<file path="src/rtl/rp_scope_dec.sv">
//==============================================================================
// Module      : rp_scope_dec
// Description : Scope sample decimator. Emits one sample per N inputs, either
//               the last sample of the window or the shifted, saturated sum.
//               Optional macro SCOPE_DEC_ROUND_EN rounds the average half up.
// Revision    : 1.0  initial release
//==============================================================================
`default_nettype none

module rp_scope_dec #(
  parameter int DBITS = 16,
  parameter int CBITS = 17
) (
  input  logic             adc_clk_i,
  input  logic             adc_rst_i,
  input  logic [DBITS-1:0] dec_dat_i,
  input  logic             dec_din_tvalid_i,
  output logic [DBITS-1:0] dec_dat_o,
  output logic             dec_dout_tvalid_o,
  input  logic [CBITS-1:0] cfg_dec_i,
  input  logic [4:0]       cfg_shift_i,
  input  logic             cfg_avg_en_i,
  input  logic             dec_clr_i
);

  localparam int c_ABITS = DBITS + CBITS;
  localparam logic signed [c_ABITS-1:0] c_SAT_MAX = c_ABITS'((2**(DBITS-1)) - 1);
  localparam logic signed [c_ABITS-1:0] c_SAT_MIN = c_ABITS'(-(2**(DBITS-1)));

  // Stage 1: window counter, accumulator and per-window configuration
  logic        [CBITS-1:0]   r_cnt;
  logic        [CBITS-1:0]   r_last_idx;
  logic signed [c_ABITS-1:0] r_acc;
  logic        [DBITS-1:0]   r_last;
  logic                      r_end;
  logic        [4:0]         r_shift;
  logic                      r_avg;

  // Stage 2: output registers
  logic        [DBITS-1:0]   r_dat;
  logic                      r_vld;

  logic                      w_first;
  logic        [CBITS-1:0]   w_n_eff;
  logic        [CBITS-1:0]   w_last_idx;
  logic                      w_wrap;
  logic signed [c_ABITS-1:0] w_din_ext;
  logic signed [c_ABITS-1:0] w_sum;
  logic signed [c_ABITS-1:0] w_shifted;
  logic        [DBITS-1:0]   w_avg;
  logic                      w_fire;

  // The first sample of a window must see the new factor, so bypass the latch.
  assign w_first    = (r_cnt == '0);
  assign w_n_eff    = (cfg_dec_i == '0) ? CBITS'(1) : cfg_dec_i;
  assign w_last_idx = w_first ? (w_n_eff - CBITS'(1)) : r_last_idx;
  assign w_wrap     = (r_cnt == w_last_idx);
  assign w_din_ext  = {{CBITS{dec_dat_i[DBITS-1]}}, dec_dat_i};

`ifdef SCOPE_DEC_ROUND_EN
  logic signed [c_ABITS-1:0] w_rnd;
  assign w_rnd = (r_shift == 5'd0) ? '0 : (c_ABITS'(1) << (r_shift - 5'd1));
  assign w_sum = r_acc + w_rnd;
`else
  assign w_sum = r_acc;
`endif

  assign w_shifted = w_sum >>> r_shift;
  assign w_fire    = r_end & ~dec_clr_i;

  always_comb begin
    w_avg = w_shifted[DBITS-1:0];
    if (w_shifted > c_SAT_MAX) begin
      w_avg = c_SAT_MAX[DBITS-1:0];
    end else if (w_shifted < c_SAT_MIN) begin
      w_avg = c_SAT_MIN[DBITS-1:0];
    end
  end

  always_ff @(posedge adc_clk_i) begin
    if (adc_rst_i) begin
      r_cnt      <= '0;
      r_last_idx <= '0;
      r_acc      <= '0;
      r_last     <= '0;
      r_end      <= 1'b0;
      r_shift    <= '0;
      r_avg      <= 1'b0;
    end else if (dec_clr_i) begin
      r_cnt <= '0;
      r_acc <= '0;
      r_end <= 1'b0;
    end else if (dec_din_tvalid_i) begin
      if (w_first) begin
        r_last_idx <= w_last_idx;
        r_shift    <= cfg_shift_i;
        r_avg      <= cfg_avg_en_i;
        r_acc      <= w_din_ext;
      end else begin
        r_acc <= r_acc + w_din_ext;
      end
      r_last <= dec_dat_i;
      r_end  <= w_wrap;
      r_cnt  <= w_wrap ? '0 : (r_cnt + CBITS'(1));
    end else begin
      r_end <= 1'b0;
    end
  end

  always_ff @(posedge adc_clk_i) begin
    if (adc_rst_i) begin
      r_dat <= '0;
      r_vld <= 1'b0;
    end else begin
      r_vld <= w_fire;
      if (w_fire) begin
        r_dat <= r_avg ? w_avg : r_last;
      end
    end
  end

  assign dec_dat_o         = r_dat;
  assign dec_dout_tvalid_o = r_vld;

endmodule

`default_nettype wire

</file>
<file path="config.mk">
export PLATFORM = sky130hd
export DESIGN_NAME = rp_scope_dec
export DESIGN_NICKNAME = d
export VERILOG_FILES = /design/src/rtl/rp_scope_dec.sv
export SDC_FILE = /design/constraint.sdc
export NUM_CORES = 1
export LEC_CHECK = 0
export BUFFER_PORTS_ARGS = -buffer_cell sky130_fd_sc_hd__clkbuf_2
export CAP_MARGIN = 15
export CORE_MARGIN = 5
export CORE_UTILIZATION = 40
export DETAILED_ROUTE_END_ITERATION = 10
export PLACE_DENSITY = 0.67
export SYNTH_ARGS = -nofsm -noshare
export SYNTH_HDL_FRONTEND = slang
export SYNTH_SLANG_ARGS = --single-unit
</file>
<file path="constraint.sdc">
create_clock -name adc_clk_i -period 4.7 [get_ports adc_clk_i]
set_input_delay 0.705 -clock adc_clk_i [delete_from_list [all_inputs] [get_ports adc_clk_i]]
set_output_delay 0.705 -clock adc_clk_i [all_outputs]
set_load 0.005 [all_outputs]
</file>
==> qor.json, run 1 <==
{
  "outcome": "finished, final reports clean",
  "cts_buffers": 9,
  "signed_area_change_from_the_synthesized_netlist_to_the_final_layout_pct": 9.23,
  "worstSetupPathDepth": 16,
  "synth-warning-count": 0,
  "final_net_count": 1192,
  "hold_path.class": "reg2reg",
  "crit_fanout": 16,
  "floorplan.die_area_um2": 24300,
  "wire_per_inst_um": 17.5,
  "total_track_usage_pct": 20.0,
  "port_buffers": 59,
  "routed_wirelength_mm": 24.3,
  "grt_first_pass_wirelength_mm": 40.1,
  "placeableCoreArea_um2": 21000,
  "fillerInstances": 2143,
  "ctsHoldBuffers": 0,
  "setup.worst_path.start_class": "primary input",
  "clk_latency_ns": 0.36,
  "detailed_place.area_um2": 8980,
  "num_vias": 8220,
  "synth_sequential_area_ratio_pct": 25.2,
  "crit_arrival_ns": 4.46,
  "max_freq_mhz": 236,
  "report.final.slew_viol_count": 0,
  "power.static_leakage_nw": 3.60,
  "initial_utilization_pct": 40.6,
  "startpoint": "cfg_dec_i[5]",
  "critPathRequiredTime_ns": 4.93,
  "synth_edf_count": 0,
  "final.setup.tns_ns": 0,
  "chipHeight_um": 156,
  "powerDensity_nw_per_um2": 252,
  "period_needed_ns": 4.23,
  "finish.cell_count_without_fillers": 1393,
  "num_rows": 53,
  "buffers_inserted_by_post_cts_timing_repair": 0,
  "critPathSlowestCell": "sky130_fd_sc_hd__nor4b_1",
  "critPathCapture": "r_cnt[11]",
  "hold_start": "dec_dat_o[5]",
  "yosys.area_share.xor_xnor_pct": 5.35,
  "report.final.setup_viol": 0,
  "grt_antenna_before_repair": 0,
  "postSynth.topFlopCell": "sky130_fd_sc_hd__dfxtp_1",
  "sum_of_overflow_across_all_layers_after_global_routing": 0,
  "dp.cells": 1377,
  "timing.critical_path.to_type": "flip-flop",
  "synth.area.mux_share_pct": 13.1,
  "drt-initial-drc-count": 555,
  "cts-root-buf": "sky130_fd_sc_hd__clkbuf_16",
  "router_iterations_before_antenna_repair": 5,
  "worst_path_dominant_cell_family": "simple AND/OR/NAND/NOR gates",
  "final_layout_size_suffix_gt1_share_pct": 13.3,
  "clock_sink_count": 107,
  "main_combinational_cell_family_by_area_after_synthesis": "compound AO/OA/AOI/OAI gates",
  "via_per_inst": 5.90,
  "crit-reg2reg-launch": "r_cnt[0]",
  "clock_tree_from_tritoncts": "built",
  "hold_violation_total_from_the_final_report": 0,
  "fin_worst_skew_ns": 0.0108,
  "syn-instance-count": 1100,
  "pin_count_of_the_biggest_net_entering_global_routing": 45,
  "cts.clk_slew.worst_paths_ns": 0.07,
  "yosys.cell_types.count": 75,
  "timing.reg2reg.worst_path_depth": 10,
  "clock_h_tree_levels": 3,
  "measured_slew_at_the_worst_slew_check_pin_ns": 0.988,
  "drc_errors": 0,
  "last_weighted_congestion_value_of_the_routability_driven_placer": 0.909,
  "timing.critical_path.slowest_cell_delay_ns": 0.71,
  "dpl.hpwl_mm": 18.0,
  "boundaryPins": 60,
  "antenna_left": 0,
  "synthesized_area_per_cell_um2": 7.74,
  "yosys.area_share.adder_pct": 5.38,
  "layout_worst_path_cycle_share_pct": 90.0,
  "clock_tree.buffer_depth": 2,
  "worstPathBufferInverterCount": 3,
  "worst_slew_margin_rel_pct": 33.9,
  "finish.instance_area_um2": 9300,
  "die_w_um": 156,
  "synthesis.nets": 1179,
  "cts_resized": 0,
  "vdd_drop_max_mv": 0.168,
  "syn-cell-area_um2": 8510,
  "worst-setup-path-type": "in2reg",
  "yosys_register_bits": 107,
  "r2r_slack_ns": 1.17,
  "ys_async_sr_fraction_pct": 0,
  "first_global_vias": 7777,
  "grt_setup_unrepaired": "no",
  "max-cap-violations": 0,
  "synth-compound-area-share_pct": 24.2,
  "n_antenna_cell": 0,
  "synth-simple-area-share_pct": 21.9,
  "end_of_the_worst_register_to_register_path": "r_acc[29]",
  "path_cells": "clkbuf_2 -> or3_1 -> nor4_2 -> a21oi_1 -> ha_1 -> nor4b_1 -> nand3_1 -> or4_1 -> a31oi_1 -> xnor2_1 -> nand4_1 -> nor4_1 -> buf_4 -> and2_1 -> buf_12 -> nor3_1"
}
[flip-flops by register name, indices dropped and copies added (netlist names)]
signal	count
r_last_idx	17
r_shift	5
r_last	16
dec_dout_tvalid_o	1
r_end	1
dec_dat_o	16
r_cnt	17
r_acc	33
r_avg	1
[per-layer routing]
| layer | wire, um | track usage [%] | vias up |
|---|---|---|---|
| met5 | 0 | 0 | - |
| met4 | 577 | 6.25 | 0 |
| met3 | 1500 | 3.27 | 41 |
| met2 | 11800 | 33.5 | 249 |
| met1 | 10400 | 26.4 | 3871 |
| li1 | - | - | 4059 |
[layout make-up]
cell class | count | area, um2 | area share, %
clock buffer | 10 | 239 | 2.57
clock inverter | 6 | 72.6 | 0.781
inverter | 29 | 109 | 1.17
multi-input combinational | 891 | 5960 | 64.1
sequential | 107 | 2140 | 23.1
tap | 275 | 344 | 3.70
timing repair buffer | 75 | 428 | 4.60
[cells in the mapped netlist (4+ instances only)]
library cell                 n  area, um2
sky130_fd_sc_hd__buf_2       6       30.0
sky130_fd_sc_hd__inv_1      25       93.8
sky130_fd_sc_hd__or3_1       4       25.0
sky130_fd_sc_hd__and3_1      7       43.8
sky130_fd_sc_hd__a21o_1     21        158
sky130_fd_sc_hd__mux4_2     30        676
sky130_fd_sc_hd__mux2i_1    31        310
sky130_fd_sc_hd__dfxtp_1   107       2140
sky130_fd_sc_hd__o221ai_1    4       35.0
sky130_fd_sc_hd__a21oi_1   103        515
sky130_fd_sc_hd__nand2b_1    9       56.3
sky130_fd_sc_hd__nor2b_1     9       56.3
sky130_fd_sc_hd__a31oi_1    16        100
sky130_fd_sc_hd__xnor2_1    27        236
sky130_fd_sc_hd__xor2_1     25        219
sky130_fd_sc_hd__ha_1       35        438
sky130_fd_sc_hd__o21ai_0    56        280
sky130_fd_sc_hd__nor3b_1     4       30.0
sky130_fd_sc_hd__nor4_1      9       56.3
sky130_fd_sc_hd__nand3b_1    5       37.5
sky130_fd_sc_hd__or4_1       6       45.0
sky130_fd_sc_hd__nor3_1     34        170
sky130_fd_sc_hd__buf_1       6       22.5
sky130_fd_sc_hd__nand2_1   165        619
sky130_fd_sc_hd__nor2_1     95        357
sky130_fd_sc_hd__or2_2       5       31.3
sky130_fd_sc_hd__mux2_2      7       78.8
sky130_fd_sc_hd__a311oi_1   10       87.6
sky130_fd_sc_hd__o31ai_1     4       30.0
sky130_fd_sc_hd__nand3_1    15       75.1
sky130_fd_sc_hd__clkbuf_1   57        214
sky130_fd_sc_hd__o21a_1     23        173
sky130_fd_sc_hd__o211ai_1    8       60.1
sky130_fd_sc_hd__nand4_1    16        100
sky130_fd_sc_hd__a211oi_1   24        180
sky130_fd_sc_hd__o21ai_1    29        145
[per-stage QoR]
stage	worst slack (ns)	util (%)	hold slack (ns)	power, W
finish	0.469	44.4	0.454	0.00234
floorplan	0.677	-	0.433	0.00140
global placement	0.230	42.9	0.440	0.00153
global route	0.132	44.4	0.477	0.00246
CTS	0.469	44.4	0.452	0.00235
detailed placement	0.0963	42.9	0.443	0.00154
[how the worst min path moves through the flow]
stage               endpoint  cells past startpoint  slack, ns
6_report        dec_dat_o[5]                      2       0.45
3_5_place_dp    dec_dat_o[0]                      2       0.44
4_1_cts         dec_dat_o[0]                      2       0.45
5_1_grt         dec_dat_o[9]                      2       0.48
3_3_place_gp   dec_dat_o[13]                      2       0.44
2_1_floorplan      r_last[0]                      2       0.43
[kinds of logic (layout without fill, tap and decap cells)]
logic type                 count (synthesis)  after routing
DFF                                      107            107
buffers and inverters                    102            120
adders and majority gates                 36             36
xor gates and xnor gates                  52             52
and+or+nand+nor                          400            400
AOI/OAI and AO/OA                        331            331
muxes                                     72             72
[worst register-to-register path, stage by stage (launching register included)]
cell and delay, ns:
sky130_fd_sc_hd__dfxtp_1 0.41, sky130_fd_sc_hd__inv_1 0.18, sky130_fd_sc_hd__ha_1 0.17, sky130_fd_sc_hd__nor4b_1 0.32
sky130_fd_sc_hd__and4_2 0.44, sky130_fd_sc_hd__buf_4 0.36, sky130_fd_sc_hd__nand2_1 0.17, sky130_fd_sc_hd__and2_1 0.39
sky130_fd_sc_hd__a21oi_1 0.63, sky130_fd_sc_hd__o221ai_1 0.25, sky130_fd_sc_hd__a21oi_1 0.15
[power by group]
part / switching (W) / total [W] / leakage (nW) / internal (W)
Sequential: 0.0000515 / 0.000991 / 0.872 / 0.000939
Clock: 0.000385 / 0.000819 / 0.149 / 0.000434
Combinational: 0.000314 / 0.000534 / 2.58 / 0.000220
Total: 0.000751 / 0.00234 / 3.60 / 0.00159
[cells in the final DEF (no fill, tap or decap), types with 30 or more instances in the layout]
cell type | synthesis | routed
sky130_fd_sc_hd__ha_1 | 35 | 35
sky130_fd_sc_hd__a21oi_1 | 103 | 103
sky130_fd_sc_hd__nor3_1 | 34 | 34
sky130_fd_sc_hd__mux4_2 | 30 | 30
sky130_fd_sc_hd__dfxtp_1 | 107 | 105
sky130_fd_sc_hd__nor2_1 | 95 | 94
sky130_fd_sc_hd__nand2_1 | 165 | 165
sky130_fd_sc_hd__o21ai_0 | 56 | 56
sky130_fd_sc_hd__mux2i_1 | 31 | 31
sky130_fd_sc_hd__clkbuf_2 | 0 | 59
(Power assumes the default switching activity.)
==> run 2: changes to the inputs <==
CAP_MARGIN = 5   (was 15)
CELL_PAD_IN_SITES_DETAIL_PLACEMENT = 0   (was not set)
CELL_PAD_IN_SITES_GLOBAL_PLACEMENT = 1   (was not set)
PLACE_DENSITY = 0.85   (was 0.67)
clock period = 3.7 ns   (was 4.7 ns; I/O delays follow)
==> run 2 against run 1 <==
Sequential share of layout area is 0.65 points lower. Utilization is 1.3 points higher. Critical endpoint is now dec_dat_o[2]. Largest cell class unchanged. Register-to-register slack worse by 0.97 ns. Final area is 2.9% higher.
==> qor.json, run 2 (synthesis gave the netlist of run 1 again) <==
{
  "measured_slew_at_the_worst_slew_check_pin_ns": 1.02,
  "finalPower_w": 0.00297,
  "clock_h_tree_levels": 3,
  "max_freq_mhz": 285,
  "finish.instance_area_um2": 9570,
  "grt_setup_unrepaired": "no",
  "routed_wirelength_mm": 25.0,
  "sum_of_overflow_across_all_layers_after_global_routing": 0,
  "floorplan.die_area_um2": 24300,
  "cts.clk_slew.worst_paths_ns": 0.09,
  "chipHeight_um": 156,
  "router_iterations_before_antenna_repair": 5,
  "clock_sink_count": 107,
  "worst-setup-path-type": "reg2reg",
  "cts_buffers": 9,
  "critPathSlowestCell": "sky130_fd_sc_hd__dfxtp_2",
  "setup.worst_path.start_class": "flip-flop",
  "ctsHoldBuffers": 0,
  "pin_count_of_the_biggest_net_entering_global_routing": 36,
  "fin_worst_skew_ns": 0.0178,
  "layout.cells.most_common_list": "sky130_fd_sc_hd__nand2_1 (165), sky130_fd_sc_hd__dfxtp_1 (105), sky130_fd_sc_hd__a21oi_1 (103)",
  "max-cap-violations": 0,
  "total_track_usage_pct": 20.6,
  "final_net_count": 1223,
  "worst_slew_margin_rel_pct": 31.6,
  "hold_violation_total_from_the_final_report": 0,
  "detailed_place.area_um2": 9250,
  "top_register": "r_acc",
  "powerDensity_nw_per_um2": 311,
  "num_rows": 53,
  "report.final.slew_viol_count": 0,
  "cts_resized": 0,
  "initial_utilization_pct": 40.6,
  "timing.critical_path.slowest_cell_delay_ns": 0.74,
  "mostFrequentLayoutCell": "sky130_fd_sc_hd__nand2_1",
  "port_buffers": 59,
  "report.final.setup_viol": 0,
  "whs_ns": 0.400,
  "grt_first_pass_wirelength_mm": 40.8,
  "clock_tree.buffer_depth": 2,
  "die_w_um": 156,
  "crit_fanout": 22,
  "signed_area_change_from_the_synthesized_netlist_to_the_final_layout_pct": 12.4,
  "vdd_drop_max_mv": 0.205,
  "critPathRequiredTime_ns": 3.96,
  "placeableCoreArea_um2": 21000,
  "clock_tree_from_tritoncts": "built",
  "outcome": "finished, final reports clean",
  "drt-initial-drc-count": 614,
  "num_vias": 8276,
  "timing.critical_path.mode_cell": "sky130_fd_sc_hd__mux4_2",
  "final_layout_size_suffix_gt1_share_pct": 15.9,
  "registers_with_the_most_flip_flops": "r_acc: 33 flops, r_cnt: 17 flops, r_last_idx: 17 flops",
  "first_global_vias": 7857,
  "largest_register_ff_count": 33,
  "drc_errors": 0,
  "buffers_inserted_by_post_cts_timing_repair": 0,
  "timing.critical_path.to_type": "flip-flop",
  "period_needed_ns": 3.50,
  "hold_path.class": "in2reg",
  "dpl.hpwl_mm": 19.0,
  "cts-root-buf": "sky130_fd_sc_hd__clkbuf_16",
  "power.static_leakage_nw": 3.76,
  "clk_latency_ns": 0.37,
  "antenna_left": 0,
  "boundaryPins": 60,
  "grt_antenna_before_repair": 3,
  "n_antenna_cell": 0,
  "dp_worst_setup_slack_ns": -0.0883,
  "wire_per_inst_um": 17.6,
  "layout_worst_path_cycle_share_pct": 94.7,
  "path_cells": "mux4_2 -> mux4_2 -> or2_0 -> or4_4 -> a31oi_4 -> o21a_1 -> o21ai_1",
  "crit_arrival_ns": 3.76,
  "layout_setup_ws_ns": 0.197,
  "fillerInstances": 2135,
  "last_weighted_congestion_value_of_the_routability_driven_placer": 0.925,
  "via_per_inst": 5.81
}
## run 2: metrics by stage
stage	utilization, %	std cells	setup TNS, ns
after floorplan	-	1100	0
after global placement	44.1	1408	0
after detailed placement	44.1	1408	-1.27
after CTS	45.7	1424	0
after global routing	45.7	1424	0
final	45.7	1424	0
## run 2: report_power, final
part / switching, W / internal (W) / leakage [nW]
clock network: 0.000518 / 0.000487 / 0.152
registers: 0.0000659 / 0.00119 / 0.872
logic: 0.000412 / 0.000299 / 2.74
## run 2: final cells by class
cell class / count / area (um2) / share of cell area, %
clock buffer: 9 / 225 / 2.35
multi-input combinational: 891 / 5990 / 62.6
tap: 275 / 344 / 3.60
timing repair buffer: 106 / 661 / 6.91
sequential: 107 / 2140 / 22.4
clock inverter: 7 / 91.3 / 0.955
inverter: 29 / 109 / 1.14
## run 2: critical path: cells and delay by family, from the launching register on
kind / cells / cell delay (ns)
multiplexers: 2 / 1.19
AND/OR/NAND/NOR: 2 / 0.75
flip-flops: 1 / 0.74
AO/OA/AOI/OAI: 3 / 0.71
## run 2: per-layer routing
metal | routed length [um] | track usage [%]
met5 | 35 | 0
met4 | 474 | 4.96
met3 | 1020 | 3.63
met2 | 12000 | 34.9
met1 | 11500 | 27.2
## run 2: final timing paths
path,start,endpoint,slack (ns),cells after the start
max,r_shift[0],dec_dat_o[2],0.20,7
max reg2reg,r_shift[0],dec_dat_o[2],0.20,7
min,cfg_shift_i[1],r_shift[1],0.40,3
min reg2reg,dec_dat_o[14],dec_dat_o[14],0.45,2
